## config.mk

```make
export PLATFORM = sky130hd
export DESIGN_NAME = counter_scan
export DESIGN_NICKNAME = d
export VERILOG_FILES = /design/src/rtl/counter_scan.sv
export SDC_FILE = /design/constraint.sdc
export NUM_CORES = 1
export LEC_CHECK = 0
export ABC_CLOCK_PERIOD_IN_PS = 3550
export BUFFER_PORTS_ARGS = -buffer_cell sky130_fd_sc_hd__buf_2
export CAP_MARGIN = 30
export CORE_AREA = 2 2 39 41
export DETAILED_ROUTE_END_ITERATION = 7
export DIE_AREA = 0 0 41 43
export PLACE_DENSITY_LB_ADDON = 0.12
export SYNTH_ARGS = -nofsm -noshare
export SYNTH_HDL_FRONTEND = slang
export SYNTH_SLANG_ARGS = --single-unit
export TNS_END_PERCENT = 50
```

## constraint.sdc

```tcl
create_clock -name clk -period 3.55 [get_ports clk]
set_input_delay 0.71 -clock clk [delete_from_list [all_inputs] [get_ports clk]]
set_output_delay 0.71 -clock clk [all_outputs]
set_load 0.03 [all_outputs]
```

## src/rtl/counter_scan.sv

```systemverilog
// WIDTH-bit up-counter whose register doubles as a serial scan chain (scan_in -> bit 0, MSB -> scan_out).
// Define COUNTER_SCAN_TC_EN to add the combinational terminal-count output tc.
module counter_scan #(
  parameter int WIDTH = 8
) (
  input  logic             clk,
  input  logic             rst,
  input  logic             enable,
  input  logic             scan_en,
  input  logic             scan_in,
  output logic [WIDTH-1:0] count_out,
`ifdef COUNTER_SCAN_TC_EN
  output logic             tc,
`endif
  output logic             scan_out
);

  logic [WIDTH-1:0] cnt_q;
  logic [WIDTH-1:0] cnt_d;

  // Scan shifting takes priority over counting; with neither, the value holds.
  always_comb begin
    cnt_d = cnt_q;
    if (scan_en) begin
      cnt_d = {cnt_q[WIDTH-2:0], scan_in};
    end else if (enable) begin
      cnt_d = cnt_q + WIDTH'(1);
    end
  end

  always_ff @(posedge clk or negedge rst) begin
    if (!rst) begin
      cnt_q <= '0;
    end else begin
      cnt_q <= cnt_d;
    end
  end

  assign count_out = cnt_q;
  assign scan_out  = cnt_q[WIDTH-1];

`ifdef COUNTER_SCAN_TC_EN
  // Terminal count is suppressed while the register is acting as a scan chain.
  assign tc = (&cnt_q) & ~scan_en;
`endif

endmodule

```

## Word level (Yosys, flattened, before mapping)

Index checks and enable logic that the tools add are counted.

| storage, ports and cells | value |
|---|---|
| output and inout port bits | 9 |
| input port bits | 5 |
| ROM bits | 0 |
| latch bits | 0 |
| memories kept | 0 |
| RAM bits | 0 |
| bits in registers | 8 |

| cells by class | value |
|---|---|
| reduce and logical (&&, ||, !) cells | 1 |
| order comparisons | 0 |
| multipliers | 0 |
| add/subtract/negate cells | 1 |
| equal/unequal tests | 0 |
| muxes and demuxes | 2 |
| bitwise gates (word level) | 0 |
| div/mod/pow operators | 0 |
| shift-type cells | 0 |

Operator list:

| cell | count |
|---|---|
| $mux W8 | 2 |
| $add A8 B1 Y8 const B | 1 |
| $reduce_bool A2 Y1 | 1 |

## Depth between registers and ports, before layout

Gate-level depths: netlist of run 1.

| logic depth | value |
|---|---|
| word-level depth | 3 |
| gate-level depth with buffers | 4 |
| mapped depth without buffers | 4 |

## Worst setup path after synthesis of run 1

Ideal clock, no wire load.

| timing | value |
|---|---|
| path kind | register -> output |
| start point | register cnt_q[7], in the netlist count_out[7] |
| end point | output port count_out[7] |
| data arrival time | 0.756 ns |
| setup slack | 2.084 ns |
| buffers on the path | 1 |
| required time | 2.840 ns |
| cell stages (with the launch flop) | 2 |
| cells stage by stage | dfrtp_1 > buf_4 |

RTL lines:

| item | line | text |
|---|---|---|
| from (decl) | 18 | `logic [WIDTH-1:0] cnt_q;` |
| from (signal assigned) | 35 | `cnt_q <= cnt_d;` |
| to (decl) | 11 | `output logic [WIDTH-1:0] count_out,` |

No word-level cell between the ends.

## Final worst setup path of run 1

| timing | value |
|---|---|
| start point | register cnt_q[2], in the netlist count_out[2] |
| end point | output port count_out[2] |

No word-level cell between the ends.

==> results of run 1 <==
-- cell families (layout without fill, tap and decap cells) --
| logic type | after synthesis | count (layout) |
|---|---|---|
| multiplexers | 1 | 1 |
| adder cells (fa/ha/maj) | 1 | 1 |
| buffers and inverters | 4 | 17 |
| AO/OA/AOI/OAI | 11 | 11 |
| XOR/XNOR | 3 | 3 |
| AND/OR/NAND/NOR | 18 | 18 |
| flip-flops | 8 | 8 |
-- layout make-up --
type / count / area [µm²] / area share
flip-flops and latches: 8 / 200.2 / 0.3765
clock buffers: 3 / 22.52 / 0.04235
well taps: 16 / 20.02 / 0.03765
multi-input cells: 34 / 220.2 / 0.4141
repair buffers: 13 / 65.06 / 0.1224
inverters: 1 / 3.754 / 0.007059
-- per-stage QoR --
stage                 util  hold slack, ps  power, mW
detailed placement  0.3680           565.4     0.2532
global route        0.3843           296.9     0.3423
CTS                 0.3843           283.2     0.3273
floorplan                -           414.4     0.2200
global placement    0.3680           568.8     0.2534
finish              0.3843           284.2     0.3221
-- layer usage --
metal  share of wire  vias up
met1            0.51      174
met3           0.080        2
met5               0        -
met4           0.017        0
met2            0.39       15
li1                -      192
-- power by group through the flow --
stage,Combinational (mW),Clock (mW),Sequential [mW]
floorplan,0.0439,0,0.176
global placement,0.110,0,0.143
detailed placement,0.111,0,0.142
CTS,0.111,0.0751,0.141
global route,0.120,0.0771,0.145
finish,0.110,0.0715,0.140
-- placed cells by master (no fill, tap or decap) --
cell type / count
or3_1: 1
xnor2_1: 1
nand4_4: 1
nand4_1: 1
nand3_1: 3
xor2_1: 2
a21oi_1: 1
o21ai_1: 1
nand2_1: 8
nor2_1: 1
nor3_1: 2
o21a_1: 1
ha_1: 1
inv_1: 1
dfrtp_1: 8
nand3b_1: 1
a32o_1: 1
mux2i_1: 1
o311ai_1: 1
o21ai_0: 4
clkbuf_4: 3
o211ai_1: 2
buf_2: 13
-- worst max-delay path by stage --
stage	start	to	slack [ps]	depth (start not counted)
global route	count_out[2]	count_out[2]	1810	1
floorplan	count_out[7]	count_out[7]	2080	1
CTS	count_out[2]	count_out[2]	1840	1
global placement	enable	count_out[5]	2040	4
detailed placement	enable	count_out[5]	2040	4
finish	count_out[2]	count_out[2]	1860	1
==> results.sh, run 1 <==
export IMPL_vias_per_cell=5.107
export IMPL_reg2reg_to="count_out[6]"
export IMPL_ctsHoldBuffers=0
export IMPL_ir_drop_v=0.0001921
export IMPL_postRouteAntennaNets=0
export IMPL_cts_root_buf="clkbuf_4"
export IMPL_period_needed_ps=1693
export IMPL_setup_tns_ps=0
export IMPL_path_buf_inv=1
export IMPL_postPlaceCellArea_um2=509.2
export IMPL_p_sw_frac=0.4236
export IMPL_grt_use_met2=0.1406
export IMPL_finalSetupViolCount=0
export IMPL_fin_cells=75
export IMPL_synth_fa_ha_area_frac=0.02841
export IMPL_synth_xor_area_share=0.05966
export IMPL_synth_top_family_by_area="simple AND/OR/NAND/NOR gates"
export IMPL_port_buffers=13
export IMPL_overflow=0
export IMPL_avgSynthCellArea_um2=9.574
export IMPL_via_count=383
export IMPL_insertion_delay_ps=260
export IMPL_cts_htree_levels=1
export IMPL_yosys_warnings=0
export IMPL_comb_power_share=0.342
export IMPL_syn_nets=52
export IMPL_cts_buffers_inserted=3
export IMPL_diodes=0
export IMPL_fillCellCount=150
export IMPL_hold_viol=0
export IMPL_fin_crit_sh=0.4769
export IMPL_final_area_um2=531.8
export IMPL_met1_usage=0.1854
export IMPL_die_area_mm2=0.001763
export IMPL_hpwl_um=668.9
export IMPL_largest_reg_flops=8
export IMPL_wire_per_inst_um=12.29
export IMPL_grt_pass1_vias=308
export IMPL_fp_dieW_um=41
export IMPL_gr_max_usage_layer="met1"
export IMPL_cts_sinks=8
export IMPL_critPathSlowestCell="dfrtp_1"
export IMPL_rsz0062_at_grt="no"
export IMPL_reg2reg_slack_ps=2310
export IMPL_syn2layout_area_growth_pct=20.74
export IMPL_arrival_ps=980
export IMPL_cts_clk_slew_worst_paths_ps=60
export IMPL_post_cts_buffers=0
export IMPL_reg2reg_from="count_out[0]"
export IMPL_synth_simple_area_share=0.2273
export IMPL_path_delay_family="flip-flops"
export IMPL_netlist_top_cells_area="dfrtp_1, nand2_1, nand4_4, o21ai_0, xor2_1"
export IMPL_ys_seq_area_frac=0.4545
export IMPL_total_leakage_power_nw=0.2426
export IMPL_drc_errors=0
export IMPL_tightest_slew_ps=254.0
export IMPL_power_switching_uw=136.4
export IMPL_die_h_um=43
export IMPL_synthMuxAreaShare=0.02273
export IMPL_grt_antenna_before_repair=0
export IMPL_final_setup_skew_ps=6.409
export IMPL_hold_class="primary input to async pin"
export IMPL_first_iter_violations=5
export IMPL_maxCapViolCount=0
export IMPL_critical_path_cell_chain="buf_2"
export IMPL_pre_cts_ws_ps=2038
export IMPL_grt_max_degree=14
export IMPL_timing_final_ws_setup_ps=1857
export IMPL_synthTopCellsByCount="dfrtp_1, nand2_1, o21ai_0"
export IMPL_dp_cells=72
export IMPL_crit_fanout=6
export IMPL_synth_seq_cells=8
export IMPL_first_pass_iters=3
export IMPL_drv_slew=0
export IMPL_relSlewSlack=0.8307
export IMPL_floorplan_initialDensity=0.3183
export IMPL_fmax_mhz=590.6
export IMPL_cts_tree="built"
export IMPL_cp_data_required_time_ps=2840
export IMPL_core_area_mm2=0.001384
export IMPL_synth_top_area_share=0.4545
export IMPL_synth_cell_types=24
export IMPL_p_seq_frac=0.436
export IMPL_rows=14
export IMPL_wl_um=922
export IMPL_ys_async_sr_fraction=1.000
export IMPL_worst_setup_path_start_kind="flip-flop"
export IMPL_grt_pass1_wl_um=1442
export IMPL_p_clk_frac=0.222
export IMPL_synth_edff_count=0
export IMPL_track_usage=0.1246
export IMPL_slowest_delay_ps=480
export IMPL_gp_routability_congestion=0.6491
export IMPL_status="completed"
export IMPL_post_cts_resized=0
export IMPL_p_int_uw=185.7
export IMPL_cts_max_path_buffers=2
export IMPL_pwr_density_cell_mw_per_mm2=605.7
export IMPL_grt_util_met3=0.03665
export IMPL_synth_compound_area_frac=0.1619
export IMPL_ff2ff_path_depth=4
export IMPL_syn_inst=46
export IMPL_drive_gt1_frac=0.2881
export IMPL_synth_area_um2=440.4
export IMPL_synth_top_area_cell="dfrtp_1"
export IMPL_final_nets=67
export IMPL_criticalPathCategory="flip-flop to primary output"
export IMPL_end_kind="primary output"
export IMPL_io_pins=14
export IMPL_synth_main_ff_cell="dfrtp_1"
No activity file was read; power rests on OpenSTA's default activity.
==> inputs of run 2 (changes only) <==
--- a/config.mk
+++ b/config.mk
@@ -5,7 +5,7 @@
 export SDC_FILE = /design/constraint.sdc
 export NUM_CORES = 1
 export LEC_CHECK = 0
-export ABC_CLOCK_PERIOD_IN_PS = 3550
+export ABC_CLOCK_PERIOD_IN_PS = 1400
 export BUFFER_PORTS_ARGS = -buffer_cell sky130_fd_sc_hd__buf_2
 export CAP_MARGIN = 30
 export CORE_AREA = 2 2 39 41
==> constraint.sdc (replaced) <==
create_clock -name clk -period 1.4 [get_ports clk]
set_input_delay 0.28 -clock clk [delete_from_list [all_inputs] [get_ports clk]]
set_output_delay 0.28 -clock clk [all_outputs]
set_load 0.03 [all_outputs]
==> run 2 against run 1 <==
  * Final area increased by 3.3%
  * Count of clock-buffer cells in the layout unchanged
  * First-iteration DRC count decreased by 80%
  * Power increased to 2.6 times the previous value
  * Register-to-register slack got worse by 2200 ps
  * Hold slack got worse by 49 ps
  * Utilization increased by 1.3 points
  * Die area unchanged
==> results.sh, run 2 (synthesis gave the netlist of run 1 again) <==
export IMPL_status="completed"
export IMPL_final_cell_mix="buf_2, nand2_1, dfrtp_1"
export IMPL_hold_viol=0
export IMPL_drc_errors=0
export IMPL_hpwl_um=687.5
export IMPL_track_usage=0.1434
export IMPL_diodes=0
export IMPL_cts_clk_slew_worst_paths_ps=60
export IMPL_final_nets=69
export IMPL_crit_fanout=6
export IMPL_total_leakage_power_nw=0.2517
export IMPL_finalSetupViolCount=0
export IMPL_cp_data_required_time_ps=1120
export IMPL_fp_dieW_um=41
export IMPL_reg2reg_slack_ps=160
export IMPL_via_count=400
export IMPL_first_pass_iters=2
export IMPL_setup_tns_ps=0
export IMPL_critical_path_cell_chain="buf_2"
export IMPL_first_iter_violations=1
export IMPL_floorplan_initialDensity=0.3183
export IMPL_multi_input_area_um2=220.2
export IMPL_worst_setup_path_start_kind="flip-flop"
export IMPL_cts_max_path_buffers=2
export IMPL_critPathSlowestCell="dfrtp_1"
export IMPL_hold_class="primary input to flip-flop"
export IMPL_maxCapViolCount=0
export IMPL_cts_sinks=8
export IMPL_grt_antenna_before_repair=0
export IMPL_period_needed_ps=1288
export IMPL_post_cts_resized=0
export IMPL_criticalPathCategory="flip-flop to primary output"
export IMPL_path_delay_family="flip-flops"
export IMPL_rsz0062_at_grt="no"
export IMPL_port_buffers=13
export IMPL_vias_per_cell=5.195
export IMPL_overflow=0
export IMPL_grt_max_degree=14
export IMPL_drv_slew=0
export IMPL_ff2ff_path_depth=4
export IMPL_die_h_um=43
export IMPL_final_setup_skew_ps=2.169
export IMPL_cts_htree_levels=1
export IMPL_final_util=0.3969
export IMPL_cts_tree="built"
export IMPL_mostFrequentLayoutCell="buf_2"
export IMPL_grt_pass1_wl_um=1635
export IMPL_regArea_um2=200.2
export IMPL_slowest_delay_ps=500
export IMPL_reg2reg_from="count_out[0]"
export IMPL_ir_drop_v=0.0006387
export IMPL_hold_path_end="count_out[0]"
export IMPL_wire_per_inst_um=12.61
export IMPL_fillCellCount=138
export IMPL_wl_um=971
export IMPL_rows=14
export IMPL_insertion_delay_ps=250
export IMPL_end_kind="primary output"
export IMPL_drive_gt1_frac=0.2951
export IMPL_cts_buffers_inserted=3
export IMPL_relSlewSlack=0.8136
export IMPL_pwr_density_cell_mw_per_mm2=1505
export IMPL_reg2reg_to="count_out[6]"
export IMPL_io_pins=14
export IMPL_core_area_mm2=0.001384
export IMPL_syn2layout_area_growth_pct=24.72
export IMPL_gp_routability_congestion=0.6606
export IMPL_cts_root_buf="clkbuf_4"
export IMPL_fin_crit_sh=0.9202
export IMPL_grt_pass1_vias=371
export IMPL_min_path_cells=3
export IMPL_postRouteAntennaNets=0
export IMPL_min_from="scan_in"
export IMPL_fmax_mhz=776.3
export IMPL_tightest_slew_ps=279.6
export IMPL_path_buf_inv=1
export IMPL_die_area_mm2=0.001763
export IMPL_largest_reg_flops=8
export IMPL_arrival_ps=1010
-- run 2: changes by cell type in the layout (fill, tap and decap cells not counted) --
cell,previous run,this run
dlygate4sd3_1,0,1
buf_4,0,1
-- run 2: worst max-delay path by stage --
stage                 start            to  depth (start not counted)
3_3_place_gp   count_out[0]  count_out[6]                          4
4_1_cts        count_out[2]  count_out[2]                          1
5_1_grt        count_out[2]  count_out[2]                          1
6_report       count_out[2]  count_out[2]                          1
2_1_floorplan  count_out[0]  count_out[6]                          4
3_5_place_dp   count_out[0]  count_out[6]                          4
-- run 2: per-stage QoR --
step | setup WS [ps] | cell area, µm² | power [mW] | std cells | hold slack [ps]
6_report | 111.8 | 549.3 | 0.8264 | 77 | 235.3
5_1_grt | 82.82 | 549.3 | 0.8990 | 77 | 259.1
4_1_cts | 112.5 | 549.3 | 0.8416 | 77 | 228.7
3_5_place_dp | 161.4 | 516.7 | 0.6522 | 73 | 139.7
3_3_place_gp | 198.7 | 516.7 | 0.6513 | 73 | 139.0
2_1_floorplan | 31.27 | 440.4 | 0.5578 | 46 | -15.59
-- run 2: area by class of cell --
| type | instances | share of cell area |
|---|---|---|
| tap | 16 | 0.03645 |
| clock buffer | 3 | 0.04100 |
| sequential | 8 | 0.3645 |
| inverter | 1 | 0.006834 |
| multi-input combinational | 34 | 0.4009 |
| timing repair buffer | 15 | 0.1503 |
-- run 2: layer usage --
metal | wire (µm) | track usage | up-vias
met3 | 57 | 0.05236 | 0
met2 | 434 | 0.2031 | 13
met1 | 480 | 0.1803 | 191
li1 | - | - | 196
met5 | 0 | 0 | -
met4 | 0 | 0.08000 | 0
-- run 2: power breakdown --
part	internal (mW)	switching, mW	total, mW
clock network	0.0983	0.0816	0.180
registers	0.280	0.0707	0.350
logic	0.102	0.194	0.296
total	0.480	0.347	0.826
-- run 2: what timing repair did --
item	CTS	global route
setup endpoints to repair	0	0
hold buffers	1	0
setup buffers	0	0
hold endpoints to repair	8	0
==> inputs of run 3 (changes only) <==
--- a/config.mk
+++ b/config.mk
@@ -5,12 +5,14 @@
 export SDC_FILE = /design/constraint.sdc
 export NUM_CORES = 1
 export LEC_CHECK = 0
+export ABC_AREA = 1
 export ABC_CLOCK_PERIOD_IN_PS = 1400
 export BUFFER_PORTS_ARGS = -buffer_cell sky130_fd_sc_hd__buf_2
 export CAP_MARGIN = 30
 export CORE_AREA = 2 2 39 41
 export DETAILED_ROUTE_END_ITERATION = 7
 export DIE_AREA = 0 0 41 43
+export GPL_TIMING_DRIVEN = 0
 export PLACE_DENSITY_LB_ADDON = 0.12
 export SYNTH_ARGS = -nofsm -noshare
 export SYNTH_HDL_FRONTEND = slang
==> run 3 against run 2 <==
  * Critical path type unchanged
  * Sequential share of layout area down 3.9 points
  * Global-route usage up 2.1 points
  * Hold slack worse by 1.9 ps
  * Die area unchanged
  * Critical path depth up 1
  * Largest power group unchanged
  * Count of clock-buffer cells in the layout unchanged
  * Clock skew up 9.3 ps
  * Via count up 25%
==> results.sh, run 3 <==
export IMPL_status="completed"
export IMPL_via_count=500
export IMPL_p_int_uw=497.2
export IMPL_wire_per_inst_um=11.49
export IMPL_gp_routability_congestion=0.7179
export IMPL_fin_crit_sh=0.9152
export IMPL_synth_top_area_cell="dfrtp_1"
export IMPL_ys_seq_area_frac=0.3990
export IMPL_die_area_mm2=0.001763
export IMPL_largest_reg_flops=8
export IMPL_synth_edff_count=0
export IMPL_p_seq_frac=0.406
export IMPL_first_iter_violations=16
export IMPL_power_switching_uw=392.0
export IMPL_fmax_mhz=780.5
export IMPL_syn_inst=65
export IMPL_synth_cell_types=15
export IMPL_synth_main_ff_cell="dfrtp_1"
export IMPL_grt_pass1_wl_um=1938
export IMPL_criticalPathCategory="flip-flop to primary output"
export IMPL_total_leakage_power_nw=0.3335
export IMPL_period_needed_ps=1281
export IMPL_drive_gt1_frac=0.2222
export IMPL_finalSetupViolCount=0
export IMPL_grt_antenna_before_repair=0
export IMPL_overflow=0
export IMPL_vias_per_cell=5.155
export IMPL_die_h_um=43
export IMPL_grt_max_degree=11
export IMPL_synthTopCellsByCount="nand2_1, inv_1, dfrtp_1"
export IMPL_final_nets=89
export IMPL_cts_sinks=8
export IMPL_port_buffers=12
export IMPL_relSlewSlack=0.8573
export IMPL_synth_area_um2=501.7
export IMPL_core_area_mm2=0.001384
export IMPL_grt_pass1_vias=424
export IMPL_comb_power_share=0.386
export IMPL_final_setup_skew_ps=11.43
export IMPL_post_cts_resized=0
export IMPL_tightest_slew_ps=213.2
export IMPL_synth_top_area_share=0.3990
export IMPL_syn2layout_area_growth_pct=22.44
export IMPL_rsz0062_at_grt="no"
export IMPL_cts_htree_levels=1
export IMPL_first_pass_iters=4
export IMPL_cts_buffers_inserted=3
export IMPL_cts_tree="built"
export IMPL_rows=14
export IMPL_setup_tns_ps=0
export IMPL_netlist_top_cells_area="dfrtp_1, nand2_1, a22oi_1, nand3_1, inv_1"
export IMPL_diodes=0
export IMPL_p_sw_frac=0.4409
export IMPL_mostFrequentLayoutCell="nand2_1"
export IMPL_crit_fanout=5
export IMPL_track_usage=0.1646
export IMPL_ir_drop_v=0.0003865
export IMPL_cts_max_path_buffers=2
export IMPL_p_clk_frac=0.208
export IMPL_final_cell_mix="nand2_1, buf_2, inv_1"
export IMPL_postRouteAntennaNets=0
export IMPL_hold_class="primary input to flip-flop"
export IMPL_post_cts_buffers=0
export IMPL_whs_ps=233.4
export IMPL_hpwl_um=810.3
export IMPL_cts_root_buf="clkbuf_4"
export IMPL_yosysMostFrequentCell="nand2_1"
export IMPL_worst_setup_path_start_kind="flip-flop"
export IMPL_insertion_delay_ps=260
export IMPL_fp_dieW_um=41
export IMPL_yosys_warnings=0
export IMPL_hold_viol=0
export IMPL_arrival_ps=1000
export IMPL_wl_um=1115
export IMPL_avgSynthCellArea_um2=7.719
export IMPL_cts_clk_slew_worst_paths_ps=60
export IMPL_drc_errors=0
export IMPL_drv_slew=0
export IMPL_ys_async_sr_fraction=1.000
export IMPL_floorplan_initialDensity=0.3626
export IMPL_cp_data_required_time_ps=1120
export IMPL_synth_seq_cells=8
export IMPL_end_kind="primary output"
export IMPL_io_pins=14
export IMPL_pwr_density_cell_mw_per_mm2=1447
export IMPL_maxCapViolCount=0
export IMPL_syn_nets=71
[run 3: power by group through the flow]
stage	sequential [mW]	clock, mW	combinational [mW]
finish	0.361	0.185	0.343
global route	0.374	0.204	0.384
CTS	0.361	0.191	0.346
detailed placement	0.365	0	0.344
global placement	0.363	0	0.340
floorplan	0.458	0	0.144
[run 3: per-layer routing]
metal	track usage	part of all wire	up-vias
met3	0.05236	0.055	5
met4	0.1200	0.035	0
met2	0.1969	0.44	23
li1	-	-	246
met5	0	0	-
met1	0.2361	0.47	226
[run 3: critical path, stage by stage, from the launching register on]
cell	delay [ps]
dfrtp_1	430
buf_4	150
buf_2	160
[run 3: kinds of logic after synthesis]
logic type,Yosys count,synth area share
AOI/OAI and AO/OA,11,0.1496
xor gates and xnor gates,1,0.01746
adders and majority gates,1,0.02493
buffers and inverters,11,0.1047
and+or+nand+nor,33,0.3042
DFF,8,0.3990
[run 3: layout make-up]
class	count	area, µm²
sequential	8	200.2
buffer	2	18.77
inverter	9	33.78
multi-input combinational	46	249.0
fill	145	769.5
tap	16	20.02
clock buffer	3	22.52
timing repair buffer	13	70.07
[run 3: timing repair]
item / in CTS / in global routing
setup endpoints to repair: 0 / 0
hold buffers: 1 / 0
hold endpoints to repair: 8 / 0
[run 3: through the flow]
step	util	power [mW]	cell area (µm²)	worst slack (ps)	cells
after detailed placement	0.4204	0.7084	581.8	225.0	93
after CTS	0.4439	0.8979	614.3	111.4	97
after global placement	0.4204	0.7031	581.8	219.2	93
final	0.4439	0.8892	614.3	118.7	97
after floorplan	-	0.6017	501.7	99.90	65
after global routing	0.4439	0.9612	614.3	81.02	97
[run 3: worst paths after layout]
kind | startpoint | endpoint | slack [ps] | cells after the start
worst max-delay path | count_out[7] | count_out[7] | 120 | 2
worst min-delay path | scan_in | count_out[0] | 230 | 3
worst max register to register | count_out[0] | count_out[4] | 180 | 5
worst min register to register | count_out[4] | count_out[5] | 590 | 2
max in group asynchronous | rst | count_out[4] | 830 | 2
min in group asynchronous | rst | count_out[0] | 390 | 2
